`src/rtl/mips_ctrl_pkg.sv`:
```
// mips_ctrl_pkg: shared encodings for the multi-cycle MIPS control unit.
// Opcodes, functs, ALU codes, FSM states and select-field encodings.
package mips_ctrl_pkg;

  localparam logic [5:0] OP_RTYPE = 6'h00;
  localparam logic [5:0] OP_BLTZ  = 6'h01;
  localparam logic [5:0] OP_J     = 6'h02;
  localparam logic [5:0] OP_JAL   = 6'h03;
  localparam logic [5:0] OP_BEQ   = 6'h04;
  localparam logic [5:0] OP_BNE   = 6'h05;
  localparam logic [5:0] OP_BLEZ  = 6'h06;
  localparam logic [5:0] OP_BGTZ  = 6'h07;
  localparam logic [5:0] OP_ADDI  = 6'h08;
  localparam logic [5:0] OP_ADDIU = 6'h09;
  localparam logic [5:0] OP_SLTI  = 6'h0a;
  localparam logic [5:0] OP_SLTIU = 6'h0b;
  localparam logic [5:0] OP_ANDI  = 6'h0c;
  localparam logic [5:0] OP_LUI   = 6'h0f;
  localparam logic [5:0] OP_LW    = 6'h23;
  localparam logic [5:0] OP_SW    = 6'h2b;

  localparam logic [5:0] FN_SLL  = 6'h00;
  localparam logic [5:0] FN_SRL  = 6'h02;
  localparam logic [5:0] FN_SRA  = 6'h03;
  localparam logic [5:0] FN_JR   = 6'h08;
  localparam logic [5:0] FN_JALR = 6'h09;
  localparam logic [5:0] FN_ADD  = 6'h20;
  localparam logic [5:0] FN_ADDU = 6'h21;
  localparam logic [5:0] FN_SUB  = 6'h22;
  localparam logic [5:0] FN_SUBU = 6'h23;
  localparam logic [5:0] FN_AND  = 6'h24;
  localparam logic [5:0] FN_OR   = 6'h25;
  localparam logic [5:0] FN_XOR  = 6'h26;
  localparam logic [5:0] FN_NOR  = 6'h27;
  localparam logic [5:0] FN_SLT  = 6'h2a;
  localparam logic [5:0] FN_SLTU = 6'h2b;

  localparam logic [5:0] ALU_ADD = 6'b000000;
  localparam logic [5:0] ALU_SUB = 6'b000001;
  localparam logic [5:0] ALU_AND = 6'b011000;
  localparam logic [5:0] ALU_OR  = 6'b011110;
  localparam logic [5:0] ALU_XOR = 6'b010110;
  localparam logic [5:0] ALU_NOR = 6'b010001;
  localparam logic [5:0] ALU_SLL = 6'b100000;
  localparam logic [5:0] ALU_SRL = 6'b100001;
  localparam logic [5:0] ALU_SRA = 6'b100011;
  localparam logic [5:0] ALU_EQ  = 6'b110011;
  localparam logic [5:0] ALU_NEQ = 6'b110001;
  localparam logic [5:0] ALU_LT  = 6'b110101;
  localparam logic [5:0] ALU_LEZ = 6'b111101;
  localparam logic [5:0] ALU_LTZ = 6'b111011;
  localparam logic [5:0] ALU_GTZ = 6'b111111;

  typedef enum logic [2:0] {
    S_FETCH  = 3'd0,
    S_DECODE = 3'd1,
    S_EXEC   = 3'd2,
    S_MEM    = 3'd3,
    S_WB     = 3'd4,
    S_TRAP   = 3'd5
  } state_e;

  typedef enum logic [2:0] {
    C_ALU_R,
    C_ALU_I,
    C_LOAD,
    C_STORE,
    C_BRANCH,
    C_JUMP,
    C_JUMP_REG,
    C_ILLEGAL
  } cls_e;

  localparam logic [2:0] PC_PLUS4  = 3'd0;
  localparam logic [2:0] PC_BRANCH = 3'd1;
  localparam logic [2:0] PC_JUMP   = 3'd2;
  localparam logic [2:0] PC_REG    = 3'd3;
  localparam logic [2:0] PC_ILLOP  = 3'd4;
  localparam logic [2:0] PC_XADR   = 3'd5;

  localparam logic [1:0] RD_RT = 2'd0;
  localparam logic [1:0] RD_RD = 2'd1;
  localparam logic [1:0] RD_RA = 2'd2;
  localparam logic [1:0] RD_K0 = 2'd3;

  localparam logic [1:0] WB_ALU = 2'd0;
  localparam logic [1:0] WB_MEM = 2'd1;
  localparam logic [1:0] WB_PC  = 2'd2;

  localparam logic [1:0] CAUSE_IRQ    = 2'd0;
  localparam logic [1:0] CAUSE_ILLOP  = 2'd1;
  localparam logic [1:0] CAUSE_BUSERR = 2'd2;

  typedef struct packed {
    logic [5:0] alu_fun;
    logic       alu_src1;
    logic       alu_src2;
    logic       sign;
    logic       ext_op;
    logic       lu_op;
    logic       link;
    logic [1:0] reg_dst;
    logic [1:0] mem_to_reg;
  } dec_t;

endpackage

```
`src/rtl/mips_decode.sv`:
```
// mips_decode: combinational instruction classifier.
// Produces the instruction class and its static control fields.
module mips_decode
  import mips_ctrl_pkg::*;
(
  input  logic [31:0] instruct,
  output cls_e        cls,
  output dec_t        ctrl
);

  logic [5:0] op;
  logic [5:0] fn;
  logic       unused_fields;

  assign op = instruct[31:26];
  assign fn = instruct[5:0];
  assign unused_fields = ^instruct[25:6];

  // Classify opcode/funct and set the static fields
  always_comb begin
    cls  = C_ILLEGAL;
    ctrl = '0;
    ctrl.sign   = 1'b1;
    ctrl.ext_op = 1'b1;
    unique case (op)
      OP_RTYPE: begin
        cls = C_ALU_R;
        ctrl.reg_dst = RD_RD;
        unique case (fn)
          FN_SLL: begin
            ctrl.alu_fun  = ALU_SLL;
            ctrl.alu_src1 = 1'b1;
          end
          FN_SRL: begin
            ctrl.alu_fun  = ALU_SRL;
            ctrl.alu_src1 = 1'b1;
          end
          FN_SRA: begin
            ctrl.alu_fun  = ALU_SRA;
            ctrl.alu_src1 = 1'b1;
          end
          FN_JR:   cls = C_JUMP_REG;
          FN_JALR: begin
            cls = C_JUMP_REG;
            ctrl.link       = 1'b1;
            ctrl.mem_to_reg = WB_PC;
          end
          FN_ADD:  ctrl.alu_fun = ALU_ADD;
          FN_ADDU: ctrl.sign    = 1'b0;
          FN_SUB:  ctrl.alu_fun = ALU_SUB;
          FN_SUBU: begin
            ctrl.alu_fun = ALU_SUB;
            ctrl.sign    = 1'b0;
          end
          FN_AND:  ctrl.alu_fun = ALU_AND;
          FN_OR:   ctrl.alu_fun = ALU_OR;
          FN_XOR:  ctrl.alu_fun = ALU_XOR;
          FN_NOR:  ctrl.alu_fun = ALU_NOR;
          FN_SLT:  ctrl.alu_fun = ALU_LT;
          FN_SLTU: begin
            ctrl.alu_fun = ALU_LT;
            ctrl.sign    = 1'b0;
          end
          default: cls = C_ILLEGAL;
        endcase
      end
      OP_BLTZ: begin
        cls = C_BRANCH;
        ctrl.alu_fun = ALU_LTZ;
      end
      OP_J: cls = C_JUMP;
      OP_JAL: begin
        cls = C_JUMP;
        ctrl.link       = 1'b1;
        ctrl.reg_dst    = RD_RA;
        ctrl.mem_to_reg = WB_PC;
      end
      OP_BEQ: begin
        cls = C_BRANCH;
        ctrl.alu_fun = ALU_EQ;
      end
      OP_BNE: begin
        cls = C_BRANCH;
        ctrl.alu_fun = ALU_NEQ;
      end
      OP_BLEZ: begin
        cls = C_BRANCH;
        ctrl.alu_fun = ALU_LEZ;
      end
      OP_BGTZ: begin
        cls = C_BRANCH;
        ctrl.alu_fun = ALU_GTZ;
      end
      OP_ADDI, OP_ADDIU: begin
        cls = C_ALU_I;
        ctrl.alu_src2 = 1'b1;
      end
      OP_SLTI: begin
        cls = C_ALU_I;
        ctrl.alu_fun  = ALU_LT;
        ctrl.alu_src2 = 1'b1;
      end
      OP_SLTIU: begin
        cls = C_ALU_I;
        ctrl.alu_fun  = ALU_LT;
        ctrl.alu_src2 = 1'b1;
        ctrl.sign     = 1'b0;
      end
      OP_ANDI: begin
        cls = C_ALU_I;
        ctrl.alu_fun  = ALU_AND;
        ctrl.alu_src2 = 1'b1;
        ctrl.ext_op   = 1'b0;
      end
      OP_LUI: begin
        cls = C_ALU_I;
        ctrl.alu_src2 = 1'b1;
        ctrl.lu_op    = 1'b1;
      end
      OP_LW: begin
        cls = C_LOAD;
        ctrl.alu_src2   = 1'b1;
        ctrl.mem_to_reg = WB_MEM;
      end
      OP_SW: begin
        cls = C_STORE;
        ctrl.alu_src2 = 1'b1;
      end
      default: cls = C_ILLEGAL;
    endcase
  end

endmodule

```
`src/rtl/mips_mc_ctrl.sv`:
```
// mips_mc_ctrl: multi-cycle MIPS control FSM with IRQ,
// illegal-opcode and memory-timeout traps.
module mips_mc_ctrl
  import mips_ctrl_pkg::*;
#(
  parameter  int IRQ_N       = 1,
  parameter  int MEM_TIMEOUT = 16,
  localparam int IW = (IRQ_N > 1) ? $clog2(IRQ_N) : 1
) (
  input  logic             clk,
  input  logic             reset,
  input  logic [31:0]      instruct,
  input  logic [IRQ_N-1:0] irq,
  input  logic             pc_high,
  input  logic             mem_ready,
  input  logic             cmp_true,
  output logic             pc_wr,
  output logic             ir_wr,
  output logic             epc_wr,
  output logic [2:0]       pc_src,
  output logic             mem_rd,
  output logic             mem_wr,
  output logic             reg_wr,
  output logic [1:0]       reg_dst,
  output logic [1:0]       mem_to_reg,
  output logic             alu_src1,
  output logic             alu_src2,
  output logic [5:0]       alu_fun,
  output logic             sign,
  output logic             ext_op,
  output logic             lu_op,
  output logic [1:0]       cause,
  output logic [IW-1:0]    irq_id,
  output logic [2:0]       state
);

  localparam int CW =
    (MEM_TIMEOUT > 0) ? $clog2(MEM_TIMEOUT + 1) : 1;
  localparam logic [CW-1:0] TO_MAX = CW'(MEM_TIMEOUT);

  state_e        state_q, state_d;
  logic [CW-1:0] cnt_q, cnt_d;
  logic [1:0]    cause_q, cause_d;
  logic [IW-1:0] irq_id_q, irq_id_d;

  cls_e          cls;
  dec_t          dc;
  logic          irq_hit;
  logic [IW-1:0] irq_idx;
  logic          waiting;
  logic          expired;

  mips_decode u_dec (
    .instruct (instruct),
    .cls      (cls),
    .ctrl     (dc)
  );

  assign waiting = (state_q == S_FETCH || state_q == S_MEM)
                   && !mem_ready;
  assign expired = (MEM_TIMEOUT != 0) && waiting
                   && (cnt_q == TO_MAX);

  assign cause  = cause_q;
  assign irq_id = irq_id_q;
  assign state  = state_q;

  // Lowest-index pending IRQ wins
  always_comb begin
    irq_hit = 1'b0;
    irq_idx = '0;
    for (int i = IRQ_N - 1; i >= 0; i--) begin
      if (irq[i]) begin
        irq_hit = 1'b1;
        irq_idx = IW'(i);
      end
    end
  end

  // State, wait counter and trap bookkeeping registers
  always_ff @(posedge clk) begin
    if (reset) begin
      state_q  <= S_FETCH;
      cnt_q    <= '0;
      cause_q  <= CAUSE_IRQ;
      irq_id_q <= '0;
    end else begin
      state_q  <= state_d;
      cnt_q    <= cnt_d;
      cause_q  <= cause_d;
      irq_id_q <= irq_id_d;
    end
  end

  // Next state, with IRQ diversion on the way back to FETCH
  always_comb begin
    state_d  = state_q;
    cause_d  = cause_q;
    irq_id_d = irq_id_q;
    unique case (state_q)
      S_FETCH: begin
        if (mem_ready) begin
          state_d = S_DECODE;
        end else if (expired) begin
          state_d = S_TRAP;
          cause_d = CAUSE_BUSERR;
        end
      end
      S_DECODE: begin
        if (cls == C_ILLEGAL) begin
          state_d = S_TRAP;
          cause_d = CAUSE_ILLOP;
        end else begin
          state_d = S_EXEC;
        end
      end
      S_EXEC: begin
        unique case (cls)
          C_ALU_R, C_ALU_I: state_d = S_WB;
          C_LOAD, C_STORE:  state_d = S_MEM;
          default:          state_d = S_FETCH;
        endcase
      end
      S_MEM: begin
        if (mem_ready) begin
          state_d = (cls == C_LOAD) ? S_WB : S_FETCH;
        end else if (expired) begin
          state_d = S_TRAP;
          cause_d = CAUSE_BUSERR;
        end
      end
      S_WB:    state_d = S_FETCH;
      S_TRAP:  state_d = S_FETCH;
      default: state_d = S_FETCH;
    endcase
    if (state_d == S_FETCH && irq_hit && !pc_high
        && state_q inside {S_EXEC, S_MEM, S_WB}) begin
      state_d  = S_TRAP;
      cause_d  = CAUSE_IRQ;
      irq_id_d = irq_idx;
    end
    if (state_d != state_q) begin
      cnt_d = '0;
    end else if (waiting && MEM_TIMEOUT != 0) begin
      cnt_d = cnt_q + CW'(1);
    end else begin
      cnt_d = cnt_q;
    end
  end

  // Per-state control outputs; all quiet while in reset
  always_comb begin
    pc_wr      = 1'b0;
    ir_wr      = 1'b0;
    epc_wr     = 1'b0;
    pc_src     = PC_PLUS4;
    mem_rd     = 1'b0;
    mem_wr     = 1'b0;
    reg_wr     = 1'b0;
    reg_dst    = RD_RT;
    mem_to_reg = WB_ALU;
    alu_src1   = 1'b0;
    alu_src2   = 1'b0;
    alu_fun    = ALU_ADD;
    sign       = 1'b0;
    ext_op     = 1'b0;
    lu_op      = 1'b0;
    if (!reset) begin
      unique case (state_q)
        S_FETCH: begin
          mem_rd = 1'b1;
          if (mem_ready) begin
            ir_wr  = 1'b1;
            pc_wr  = 1'b1;
            pc_src = PC_PLUS4;
          end
        end
        S_EXEC: begin
          alu_fun  = dc.alu_fun;
          alu_src1 = dc.alu_src1;
          alu_src2 = dc.alu_src2;
          sign     = dc.sign;
          ext_op   = dc.ext_op;
          lu_op    = dc.lu_op;
          if (cls == C_BRANCH) begin
            pc_wr  = cmp_true;
            pc_src = PC_BRANCH;
          end
          if (cls == C_JUMP) begin
            pc_wr  = 1'b1;
            pc_src = PC_JUMP;
          end
          if (cls == C_JUMP_REG) begin
            pc_wr  = 1'b1;
            pc_src = PC_REG;
          end
          if (dc.link) begin
            reg_wr     = 1'b1;
            reg_dst    = dc.reg_dst;
            mem_to_reg = dc.mem_to_reg;
          end
        end
        S_MEM: begin
          mem_rd = (cls == C_LOAD);
          mem_wr = (cls == C_STORE);
        end
        S_WB: begin
          reg_wr     = 1'b1;
          reg_dst    = dc.reg_dst;
          mem_to_reg = dc.mem_to_reg;
        end
        S_TRAP: begin
          epc_wr = 1'b1;
          pc_wr  = 1'b1;
          pc_src = (cause_q == CAUSE_ILLOP) ? PC_ILLOP
                                            : PC_XADR;
        end
        default: ;
      endcase
    end
  end

endmodule

```
`config.mk`:
```
export PLATFORM = sky130hd
export DESIGN_NAME = mips_mc_ctrl
export DESIGN_NICKNAME = d
export VERILOG_FILES = /design/src/rtl/mips_ctrl_pkg.sv /design/src/rtl/mips_decode.sv /design/src/rtl/mips_mc_ctrl.sv
export SDC_FILE = /design/constraint.sdc
export NUM_CORES = 1
export LEC_CHECK = 0
export CORE_MARGIN = 3
export CORE_UTILIZATION = 45
export CTS_CLUSTER_DIAMETER = 150
export DETAILED_ROUTE_END_ITERATION = 6
export PLACE_DENSITY = 0.91
export SLEW_MARGIN = 20
export SYNTH_ARGS = -nofsm -noshare
export SYNTH_HDL_FRONTEND = slang
export SYNTH_SLANG_ARGS = --single-unit
```
`constraint.sdc`:
```
create_clock -name clk -period 2.7 [get_ports clk]
set_input_delay 0.54 -clock clk [delete_from_list [all_inputs] [get_ports clk]]
set_output_delay 0.54 -clock clk [all_outputs]
set_load 0.01 [all_outputs]
```
**Yosys cells after proc, flatten, opt, wreduce, memory -nomap -nowiden**

Cells that the tools add are included.
Widths: inputs -> output; s select.

- Register bits after elaboration: 10
- Latch bits: 0
- Bits in writable memories: 0
- ROM bits: 0
- Bits of input ports: 38
- Output and inout bits: 30
- Memories kept: 0

- Add/subtract/negate cells: 1
- $mul: 0
- Div/mod/pow operators: 0
- Order comparisons: 0
- Equality and inequality tests: 47
- Shift-type cells: 0
- Multiplexer cells: 69
- Bitwise gates (word level): 0
- Reductions and logical operators: 32

Operators with widths:

| operator | number |
|---|---|
| $eq 6x6->1 const B | 12 |
| $pmux 6 s9 | 1 |
| $eq 6x4->1 const B | 8 |
| $pmux 6 s8 | 1 |
| $mux 1 | 34 |
| $mux 3 | 9 |
| $eq 6x2->1 const B | 4 |
| $eq 6x3->1 const B | 4 |
| $pmux 3 s2 | 4 |
| $reduce_or 2->1 | 10 |
| $eq 3x3->1 const B | 6 |
| $pmux 3 s6 | 1 |
| $mux 2 | 8 |
| $reduce_or 13->1 | 1 |
| $eq 3x2->1 const B | 4 |
| $logic_not 6->1 | 2 |
| $mux 6 | 2 |
| $pmux 2 s2 | 3 |
| $pmux 3 s4 | 1 |
| $logic_not 3->1 | 3 |
| $reduce_or 8->1 | 1 |
| $eq 3x1->1 const B | 2 |
| $eq 6x1->1 const B | 1 |
| $pmux 1 s2 | 3 |
| 17 further kinds | 24 |

**Longest topological paths before layout**

- Depth in word-level cells: 15
- Mapped depth: 8
- Gate-level depth less buffers: 8

**By module**

Synthesis repeated with hierarchy kept, for this count alone.

- Cell total of the unflattened synthesis: 212
- Area, all modules: 1525.2 sq um

Modules (own cells, without submodules):

| module | instances | cells an instance | area an instance (sq um) |
|---|---|---|---|
| mips_mc_ctrl | 1 | 123 | 940.9 |
| mips_decode | 1 | 89 | 584.3 |

**Worst setup path after synthesis**

Ideal clock, no wire load.

- Path type: in2out
- Start: input port instruct[31]
- End: output port alu_fun[5]
- Arrival: 1955 ps
- Required time: 2160 ps
- Setup slack: 205 ps
- Cell stages on the path: 7
- Cells stage by stage: buf_4 nor2_2 nand3_2 nor2_1 o21ai_1 or4_1 a21oi_1

- Longest elaborated chain between the ends: 5
- Elaborated cells between the ends (all ways): 13

RTL lines:

| what | RTL line | text |
|---|---|---|
| from (decl) | mips_mc_ctrl.sv:12 | `input logic [31:0] instruct,` |
| $eq 6x4->1 | mips_decode.sv:25 | `unique case (op)` |
| $reduce_or 2->1 (no line) | - |  |
| $pmux 6 s8 (*) | mips_decode.sv:25 |  |
| $mux 6 (*) | mips_mc_ctrl.sv:169 | `unique case (state_q)` |
| $mux 6 (*) | mips_mc_ctrl.sv:168 | `if (!reset) begin` |
| to (decl) | mips_mc_ctrl.sv:28 | `output logic [5:0] alu_fun,` |

Mark *: on every way between the ends. The rest lies on a longest branch, timed or not.

**Final worst setup path**

- Start: input port instruct[2]
- End: output port alu_fun[2]

- Longest elaborated chain between the ends: 6
- Elaborated cells between the ends (all ways): 17

RTL lines:

| what | RTL line | text |
|---|---|---|
| $eq 6x6->1 | mips_decode.sv:29 | `unique case (fn)` |
| $reduce_or 2->1 (no line) | - |  |
| $pmux 6 s9 (*) | mips_decode.sv:29 |  |
| $pmux 6 s8 (*) | mips_decode.sv:25 |  |
| $mux 6 (*) | mips_mc_ctrl.sv:169 |  |
| $mux 6 (*) | mips_mc_ctrl.sv:168 |  |

Marked as above.

==> qor.csv <==
stage,metric,value,unit
status,status,"finished, violations left",
status,violated checks,negative setup slack,
die,IO Pins,68,
die,Die Ht,68.9,um
layout,Multi-input gate area,0.00156,mm2
synthesis,Mapped Cells,259,
global_routing,first-pass GRT wire length,11700,um
layout,share of cells above drive strength 1,42.7,%
critical_path,worst path bufs/invs,3,
critical_path,CP endpoint kind,output port,
place,HPWL after DPL,4640,um
clocking,clk slew on worst S/H paths,0.05,ns
place,Placed Instance Area,0.00265,mm2
hold_path,Tightest Hold Check Type,flop to flop,
clocking,root buf cell,clkbuf_8,
clocking,cts bufs inserted,3,
global_routing,GRT Total Usage,32.6,%
place,placer congestion estimate,0.890,
drt,Vias/cell,6.28,
drt,DRT Wirelength,7690,um
die,Rows,22,
layout,"Net count, final",409,
critical_path,CP arrival,2.20,ns
timing,minimum clock period,2.74,ns
power_and_ir_drop,Pleak,1.27,nW
global_routing,largest net degree at the start of global routing,21,
drt,WL per Instance,18.4,um
synthesis,area share of the largest cell type after synthesis,11.3,%
synthesis,Post-synth EDFFs,0,
die,Die W,68.9,um
timing,Slew HR,56.9,%
clocking,Worst-Skew Late Latency,0.24,ns
timing,period utilization,102,%
synthesis,post-synthesis sequential area ratio,11.3,%
timing,fin. max-slew vios,0,
critical_path,"critical path, cell by cell",dlygate4sd2_1 -> buf_6 -> nor2b_2 -> nand2b_1 -> o21ai_0 -> a22oi_1 -> or3_1 -> a21oi_1 -> clkdlybuf4s15_2,
power_and_ir_drop,Pwr Density,275,mW/mm2
flow_run,# Max-Cap Violations,0,
timing,max frequency,365,MHz
synthesis,Mapped Area,0.00178,mm2
die,Starting Density,47.5,%
place,IO Port Bufs,46,
synthesis,most used flip-flop cell after synthesis,dfxtp_1,
global_routing,antenna violations before repair,1,
timing,final worst slack,-0.0433,ns
drt,DR vias,2618,
timing,Final Setup Violations,1,
timing,Setup TNS,-0.0433,ns
layout,Register Area,200,um2
clocking,CTS tree,yes,
clocking,Clock Tree Buf Depth,2,
critical_path,crit-path max FO,10,
synthesis,Mean Syn Cell Area,6.86,um2
drt,Residual DRC,0,
critical_path,"slowest stage delay, CP",0.32,ns
drt,Antenna Violating Nets Remaining,0,
global_routing,vias in the first global route,2491,
timing,RSZ-0062 raised after global routing,true,
critical_path,Crit path max-delay family,buffers and inverters,
drt,DR iter-0 viols,336,
clocking,hold-fix buffer count after cts,0,
synthesis,Area contributors post-synth,"dfxtp_1 11%, a21oi_1 5.6%, nor2_1 5.5%, nand2_1 5.3%, o21ai_0 3.9%",
timing,worst slew pin tran,0.638,ns
critical_path,Critical Path RT,2.16,ns
synthesis,"FF+latch count, synth",10,
timing,final hold vios,0,
synthesis,Syn Nets,299,
layout,Layout Area Growth over Synthesis,65.7,%
synthesis,Post-synth ARST share,0,%
layout,Post-Layout Cell Count,417,
critical_path,Crit Path Category,input port to output port,
synthesis,synth warn,0,
synthesis,cell accounting for the most synthesized area,dfxtp_1,
clocking,H-tree levels,1,
drt,DRT Pass-1 Iters,5,
synthesis,Synth cell types,63,
critical_path,slowest stage cell on the critical path,or3_1,
die,die area,0.00474,mm2
place,Inst Count DP,392,
power_and_ir_drop,Max VDD drop,337,uV
clocking,clock sinks,10,
timing,Clock Skew,0.00104,ns
layout,Fillers,230,
die,core area,0.00374,mm2
layout,Finished Cell Area,0.00295,mm2
critical_path,crit path launch type,input port,
global_routing,grt total ovfl,0,
==> power by group <==
| group | total (W) | switching (W) | internal [W] |
|---|---|---|---|
| clock | 0.000190 | 0.0000614 | 0.000128 |
| combinational | 0.000453 | 0.000246 | 0.000206 |
| sequential | 0.000169 | 0.0000112 | 0.000158 |
| total | 0.000811 | 0.000319 | 0.000492 |
==> synth_stat cells, types with 5 or more instances <==
library cell / count
buf_4: 5
nor4_1: 6
inv_1: 13
xor2_1: 5
nand2_1: 25
nor3_1: 12
dfxtp_1: 10
nand2b_1: 9
clkbuf_1: 9
a21oi_1: 20
o21ai_0: 14
nor2_1: 26
buf_2: 7
or3_1: 6
nor2b_1: 8
nand3_1: 7
==> flip-flops by register name (all words and copies together), names as in the netlist <==
signal / flops
cause: 2
cnt_q: 5
state: 3
==> kinds of logic (layout without fill, tap and decap cells) <==
| family | after synthesis | after routing | share of synthesized area (%) |
|---|---|---|---|
| AOI/OAI and AO/OA | 74 | 74 | 31.9 |
| xor gates and xnor gates | 6 | 6 | 2.96 |
| adders and majority gates | 2 | 2 | 1.41 |
| buffers and inverters | 36 | 145 | 9.99 |
| DFF | 10 | 10 | 11.3 |
| muxes | 3 | 3 | 1.76 |
| other | 1 | 2 | 0.211 |
| and+or+nand+nor | 127 | 127 | 40.5 |
==> worst paths after layout <==
| kind | start | to | slack, ns | depth (start not counted) |
|---|---|---|---|---|
| worst max-delay path | instruct[2] | alu_fun[2] | -0.04 | 9 |
| worst min-delay path | cause[0] | cause[0] | 0.48 | 2 |
| worst max register to register | cnt_q[0] | cnt_q[1] | 0.63 | 6 |
| worst min register to register | cause[0] | cause[0] | 0.48 | 2 |
==> worst reg2reg max path: stages, from the launching register on <==
cell and delay, ns:
dfxtp_1 0.34, inv_1 0.07, ha_1 0.16, nor4bb_1 0.59, nand2_1 0.29, a31oi_2 0.38
nor3_1 0.11
==> metal layers <==
metal	wire (um)	vias to the layer above	global-route usage, %
li1	-	1160	-
met3	603	46	12.5
met4	333	0	21.9
met2	3850	178	54.3
met1	2900	1234	33.8
met5	0	-	1.25
==> through the flow <==
stage	utilization (%)	power, W	hold WS (ns)	worst slack [ns]
6_report	78.7	0.000811	0.482	-0.0433
5_1_grt	78.7	0.000856	0.522	-0.0625
4_1_cts	76.5	0.000781	0.488	-0.0154
3_5_place_dp	70.7	0.000563	0.481	-0.665
3_3_place_gp	70.7	0.000549	0.470	-0.583
2_1_floorplan	-	0.000394	0.496	0.205
==> cell type report <==
type | count | share of cell area, %
multi-input cells | 213 | 52.9
flip-flops and latches | 10 | 6.79
diodes | 1 | 0.0849
repair buffers | 128 | 34.6
clock buffers | 4 | 1.87
well taps | 48 | 2.04
inverters | 13 | 1.66
==> cell usage in the layout (no fill, tap or decap), types with 5 or more instances in the layout <==
cell type,count
buf_4,75
nand2_1,24
nor2_1,20
a21oi_1,17
inv_1,13
clkdlybuf4s50_1,13
o21ai_0,12
clkbuf_2,12
dlygate4sd2_1,11
dfxtp_1,10
nand2b_1,9
nor3_2,7
nor3_1,7
nand3_1,6
or3_1,6
buf_2,6
buf_6,6
nor2_4,5
xor2_1,5
==> repair_timing <==
action                     in CTS  in global routing
setup endpoints to repair      21                 18
setup buffers                  14                  5
hold endpoints to repair        0                  0
gates resized for setup        74                 53
gates cloned                    1                  0
pin swaps                      13                 12
(Power assumes the default switching activity.)
